## src/rtl/minmaxmid_seq_ctrl_if.sv

```systemverilog
// rtl/minmaxmid_seq_ctrl_if.sv - sample stream, sorted-triple stream and status bus
// Producer-side (master) and controller-side (slave) views of the same bus.
interface minmaxmid_seq_ctrl_if #(
   parameter int W     = 7,
   parameter int CNT_W = 8
);
   logic             in_valid;
   logic             in_ready;
   logic [W-1:0]     in_data;
   logic             out_valid;
   logic             out_ready;
   logic [W-1:0]     out_min;
   logic [W-1:0]     out_mid;
   logic [W-1:0]     out_max;
   logic             busy;
   logic [CNT_W-1:0] tri_cnt;

   modport master (
      output in_valid, in_data, out_ready,
      input  in_ready, out_valid, out_min, out_mid, out_max, busy, tri_cnt
   );

   modport slave (
      input  in_valid, in_data, out_ready,
      output in_ready, out_valid, out_min, out_mid, out_max, busy, tri_cnt
   );
endinterface

```

## src/rtl/minmaxmid_seq_ctrl.sv

```systemverilog
// rtl/minmaxmid_seq_ctrl.sv - groups samples into triples and sorts them with one shared compare-and-swap
// Three bubble passes (r0/r1, r1/r2, r0/r1) fully order a triple, one pass per cycle.
module minmaxmid_seq_ctrl #(
   parameter int W     = 7,
   parameter int CNT_W = 8
) (
   input  logic                 clk,
   input  logic                 rst,
   minmaxmid_seq_ctrl_if.slave  bus
);
   typedef enum logic [2:0] {S_LOAD, S_CS1, S_CS2, S_CS3, S_DONE} state_t;

   state_t           r_state;
   state_t           w_next;
   logic [1:0]       r_cnt;
   logic [W-1:0]     r_s0, r_s1, r_s2;
   logic [W-1:0]     r_min, r_mid, r_max;
   logic [CNT_W-1:0] r_tri_cnt;

   logic             w_accept;
   logic             w_handoff;
   logic             w_swap;
   logic [W-1:0]     w_a, w_b, w_lo, w_hi;

   assign w_accept  = bus.in_valid && (r_state == S_LOAD);
   assign w_handoff = bus.out_ready && (r_state == S_DONE);

   // Operand mux for the single comparator: CS2 looks at r1/r2, CS1 and CS3 at r0/r1.
   always_comb begin
      w_a = r_s0;
      w_b = r_s1;
      if (r_state == S_CS2) begin
         w_a = r_s1;
         w_b = r_s2;
      end
      w_swap = (r_state inside {S_CS1, S_CS2, S_CS3}) && (w_a > w_b);
      w_lo   = w_swap ? w_b : w_a;
      w_hi   = w_swap ? w_a : w_b;
   end

   always_comb begin
      w_next = r_state;
      case (r_state)
         S_LOAD:  if (w_accept && (r_cnt == 2'd2)) w_next = S_CS1;
         S_CS1:   w_next = S_CS2;
         S_CS2:   w_next = S_CS3;
         S_CS3:   w_next = S_DONE;
         S_DONE:  if (w_handoff) w_next = S_LOAD;
         default: w_next = S_LOAD;
      endcase
   end

   always_ff @(posedge clk or posedge rst) begin
      if (rst) r_state <= S_LOAD;
      else     r_state <= w_next;
   end

   always_ff @(posedge clk or posedge rst) begin
      if (rst) begin
         r_cnt     <= 2'd0;
         r_s0      <= '0;
         r_s1      <= '0;
         r_s2      <= '0;
         r_min     <= '0;
         r_mid     <= '0;
         r_max     <= '0;
         r_tri_cnt <= '0;
      end else begin
         case (r_state)
            S_LOAD: begin
               if (w_accept) begin
                  case (r_cnt)
                     2'd0:    r_s0 <= bus.in_data;
                     2'd1:    r_s1 <= bus.in_data;
                     default: r_s2 <= bus.in_data;
                  endcase
                  r_cnt <= (r_cnt == 2'd2) ? 2'd0 : r_cnt + 2'd1;
               end
            end
            S_CS1: begin
               r_s0 <= w_lo;
               r_s1 <= w_hi;
            end
            S_CS2: begin
               r_s1 <= w_lo;
               r_s2 <= w_hi;
            end
            S_CS3: begin
               // r2 already holds the maximum after the CS2 pass.
               r_s0  <= w_lo;
               r_s1  <= w_hi;
               r_min <= w_lo;
               r_mid <= w_hi;
               r_max <= r_s2;
            end
            S_DONE: begin
               if (w_handoff) r_tri_cnt <= r_tri_cnt + 1'b1;
            end
            default: r_cnt <= 2'd0;
         endcase
      end
   end

   assign bus.in_ready  = (r_state == S_LOAD);
   assign bus.out_valid = (r_state == S_DONE);
   assign bus.out_min   = r_min;
   assign bus.out_mid   = r_mid;
   assign bus.out_max   = r_max;
   assign bus.busy      = !((r_state == S_LOAD) && (r_cnt == 2'd0));
   assign bus.tri_cnt   = r_tri_cnt;
endmodule

```

## src/flat_wrapper.sv

```systemverilog
// flat-port wrapper written by rule: the top's interface ports become plain ports
module minmaxmid_seq_ctrl_flat 
#(
   parameter int W     = 7,
   parameter int CNT_W = 8
)
  (clk, rst, bus_in_valid, bus_in_data, bus_out_ready, bus_in_ready, bus_out_valid, bus_out_min, bus_out_mid, bus_out_max, bus_busy, bus_tri_cnt);
  minmaxmid_seq_ctrl_if #(.W(W), .CNT_W(CNT_W)) bus_i ();
  input  logic clk;
  input  logic rst;
  input wire logic [$bits(bus_i.in_valid)-1:0] bus_in_valid;
  input wire logic [$bits(bus_i.in_data)-1:0] bus_in_data;
  input wire logic [$bits(bus_i.out_ready)-1:0] bus_out_ready;
  output wire logic [$bits(bus_i.in_ready)-1:0] bus_in_ready;
  output wire logic [$bits(bus_i.out_valid)-1:0] bus_out_valid;
  output wire logic [$bits(bus_i.out_min)-1:0] bus_out_min;
  output wire logic [$bits(bus_i.out_mid)-1:0] bus_out_mid;
  output wire logic [$bits(bus_i.out_max)-1:0] bus_out_max;
  output wire logic [$bits(bus_i.busy)-1:0] bus_busy;
  output wire logic [$bits(bus_i.tri_cnt)-1:0] bus_tri_cnt;
  assign bus_i.in_valid = bus_in_valid;
  assign bus_i.in_data = bus_in_data;
  assign bus_i.out_ready = bus_out_ready;
  assign bus_in_ready = bus_i.in_ready;
  assign bus_out_valid = bus_i.out_valid;
  assign bus_out_min = bus_i.out_min;
  assign bus_out_mid = bus_i.out_mid;
  assign bus_out_max = bus_i.out_max;
  assign bus_busy = bus_i.busy;
  assign bus_tri_cnt = bus_i.tri_cnt;
  minmaxmid_seq_ctrl #(.W(W), .CNT_W(CNT_W)) u_core (.clk(clk), .rst(rst), .bus(bus_i));
endmodule
```

## config.mk

```make
export PLATFORM = sky130hd
export DESIGN_NAME = minmaxmid_seq_ctrl_flat
export DESIGN_NICKNAME = d
export VERILOG_FILES = /design/src/rtl/minmaxmid_seq_ctrl_if.sv /design/src/rtl/minmaxmid_seq_ctrl.sv /design/src/flat_wrapper.sv
export SDC_FILE = /design/constraint.sdc
export NUM_CORES = 1
export LEC_CHECK = 0
export CORE_ASPECT_RATIO = 1.25
export CORE_MARGIN = 2
export CORE_UTILIZATION = 40
export DETAILED_ROUTE_END_ITERATION = 8
export SETUP_SLACK_MARGIN = 0.05
export SLEW_MARGIN = 10
export SYNTH_ARGS = -nofsm -noshare
export SYNTH_HDL_FRONTEND = slang
export SYNTH_SLANG_ARGS = --single-unit
```

## constraint.sdc

```tcl
create_clock -name clk -period 4 [get_ports clk]
set_input_delay 0.8 -clock clk [delete_from_list [all_inputs] [get_ports clk]]
set_output_delay 0.8 -clock clk [all_outputs]
set_load 0.03 [all_outputs]
```

==> results by stage <==
Global routing:
- The global-route total usage across every layer is 0.192.
- The initial antenna violation count is 0.
- The via count of the first global-routing pass is 2393.
- The first global-routing pass estimated 12.2 mm of wire.
- The total overflow left after global routing is 0.
- The pin count of the biggest net entering global routing is 34.

Route:
- In the final routed layout, each cell accounts on average for ~17 um.
- Using the TritonRoute via totals, the vias-per-cell ratio works out to approximately 5.5.
- The number of search-and-repair iterations in the first detailed-routing pass is 4.
- In this run the remaining antenna-violating nets after routing total 0.
- The total detailed-routing wirelength is between 7 and 8 mm.
- The total vias in the final route is 2446.
- The starting DRC count in detailed routing is roughly 220.
- In the routed design, unresolved DRC markers number 0.

STA:
- Setup total negative slack on the finished layout was measured at 0 ps.
- The count of pins over their slew limit came to 0.
- Timing would allow up to roughly 270 MHz.
- The worst hold-check slack is 481 ps.
- The minimum clock period is between 3000 and 4000 ps.
- In the finished design, the share of the clock period the worst path needs comes to 0.913.
- The worst slew margin relative to its limit is 0.459.
- The worst clock skew on the final layout is 11.3 ps.
- The number of setup violations in the final report is 0.
- The transition time at the pin with the least slew margin is approximately 810 ps.
- The number of failing hold endpoints at the final stage came to 0.
- Setup repair after global routing left no endpoint under its margin.

Clock network:
- The number of cells upsized or downsized after cts is 0.
- The cell at the root of the clock tree is clkbuf_8.
- No sink is reached through more buffers than the 2 on the longest clock path.
- In this run, post-CTS hold repair placed 0 buffers.
- The clock slew seen by the registers of the worst setup and hold paths is 100 ps.
- In this run the post-CTS setup repair buffer count came out at 0.
- The number of CTS-inserted buffers is 5.
- In this run the number of H-tree levels came out at 2.
- The TritonCTS clock tree is yes.
- The insertion delay to the later sink of the worst-skew pair is 320 ps.
- The clock sink total is 55.

Synth:
- The number of nets produced by synthesis is approximately 330.
- By instance count, the leading cell after synthesis is dfrtp_1.
- After synthesis the netlist holds a flip-flop and latch count of 55.
- The sequential fraction of the synthesis area is 0.453.
- The synthesis warning total is 0.
- Counting distinct cell types in the post-synthesis netlist gives 44.
- The average size of a mapped cell is 9.67 um2.
- Ranked by instance count, the synthesized netlist is headed by dfrtp_1, nand2_1, mux2i_1.
- The summed instance area of the synthesized netlist is ~3000 um2.
- The cell type with the largest total area after synthesis is dfrtp_1.
- The number of synthesized flops with an enable pin is 0.
- Sorting the synthesized cells by area gives the leading types as dfrtp_1, nand2_1, mux2i_1.
- The primary flip-flop cell chosen by synthesis mapping is dfrtp_1.
- After technology mapping, the gate count stands at approximately 310.
- The fraction of post-synthesis cell area in the top cell type by area is 0.453.
- The proportion of register bits with asynchronous set or reset after synthesis is 1.00.

Layout:
- The number of fillers in the final layout is 718.
- The antenna diode instance count is 0.
- The final standard cell area without fillers is 3630 um2.
- Relative to the synthesized area, the layout overhead comes to 19.5%.
- After the last flow step, the layout net total stands at 366.
- The sequential cell area is 1380 um2.
- Once layout is complete, the utilization of the core stands at 0.493.
- The footprint of the multi-input gates is 1490 um2.
- Of the cells placed in the final design, the portion with a size suffix greater than 1 is 0.0802.

Worst hold path:
- The worst hold path belongs to the class reg -> reg.

Die:
- The area of the die is 8310 um2.
- 43 I/O pins were placed.
- The die width is ~82 um.
- The die is about 100 um tall.
- The initial utilization of the core area, before any placement, comes to 0.413.
- In this run the core area contains 35 standard-cell rows.
- The floorplan step defined a core boundary enclosing about 7400 um2.

Run:
- The count of maximum capacitance violations is 0.

Place:
- Port buffering added between 40 and 50 buffers.
- The area of placed instances is 3510 um2.
- The HPWL after detailed placement is approximately 5.2 mm.
- The placer's final routability congestion estimate is between 0.9 and 1.

Outcome:
- The flow ran to the end, and the final reports show no timing, DRC or antenna violations.

Critical path:
- STA classifies the critical path startpoint as a flip-flop.
- The setup path with the least slack is of type reg -> reg.
- Data on the critical path is required at its endpoint by 4200 ps.
- The worst-path maximum fanout is 21.
- The sort of element at the end of the critical path is a flip-flop.
- At the worst endpoint, the arrival time is 3850 ps.
==> per-layer routing <==
metal  global-route usage  share of wire  up-vias
met1                0.252           0.44     1176
li1                     -              -     1184
met5                    0              0        -
met4               0.0436          0.012        0
met2                0.323           0.49       78
met3               0.0392          0.056        8
==> flip-flops by register name, summed over array words and instances, names as in the netlist <==
register	cells
u_core.r_s1	7
u_core.bus.out_max	7
u_core.bus.out_min	7
u_core.bus.out_mid	7
u_core.r_s0	7
u_core.bus.tri_cnt	8
u_core.r_s2	7
u_core.r_cnt	2
u_core.r_state	3
==> worst max-delay path, cell delays in order, from the launching register on <==
cell and delay [ps]:
dfrtp_1 510, nor3b_4 220, buf_4 330, mux2i_1 310, inv_1 70, ha_1 280
and3_1 210, o21ai_0 100, a21oi_1 180, and3_1 670, buf_4 290, nor3_1 60
a221o_1 280
==> cell type report <==
class	instances	area share
multi-input cells	222	0.411
clock buffers	5	0.0190
flip-flops and latches	55	0.380
repair buffers	50	0.133
clock inverters	3	0.0121
inverters	14	0.0145
well taps	92	0.0317
==> metrics by stage <==
step,setup slack (ps),instances
final,348,441
after floorplan,673,314
after global routing,60.3,441
after CTS,341,441
after detailed placement,354,433
after global placement,499,433
==> path summary, 6_finish.rpt <==
| check | from | end | slack (ps) | cells after the start |
|---|---|---|---|---|
| worst min register to register | u_core.bus.tri_cnt[7] | u_core.bus.tri_cnt[7] | 480 | 1 |
| worst max register to register | u_core.r_state[1] | u_core.bus.out_mid[3] | 350 | 12 |
| worst max-delay path | u_core.r_state[1] | u_core.bus.out_mid[3] | 350 | 12 |
| min in group asynchronous | rst | u_core.bus.out_min[0] | 900 | 2 |
| worst min-delay path | u_core.bus.tri_cnt[7] | u_core.bus.tri_cnt[7] | 480 | 1 |
| max in group asynchronous | rst | u_core.r_s2[5] | 2310 | 3 |
==> cell usage in the layout (no fill, tap or decap), drive strengths merged, types with 3 or more instances in the layout <==
cell type	count
a21o	3
a21oi	13
a221o	5
a2bb2oi	6
and3	7
buf	8
clkbuf	5
clkdlybuf4s50	42
dfrtp	55
ha	7
inv	14
mux2	14
mux2i	16
nand2	44
nand2b	10
nand3	6
nor2	15
nor2b	3
nor3	10
o21ai	21
o221a	4
o221ai	7
o22ai	5
xnor2	4
xor2	4
==> cell families after synthesis <==
kind of cell | count (synthesis) | share of synthesized area
adders and majority gates | 7 | 0.0289
and+or+nand+nor | 101 | 0.159
AOI/OAI and AO/OA | 76 | 0.175
buffers and inverters | 37 | 0.0561
xor gates and xnor gates | 8 | 0.0231
DFF | 55 | 0.453
muxes | 30 | 0.105
Power is not shown: default switching activity piles up to over one toggle a cycle in this logic, so the estimate is an artifact.
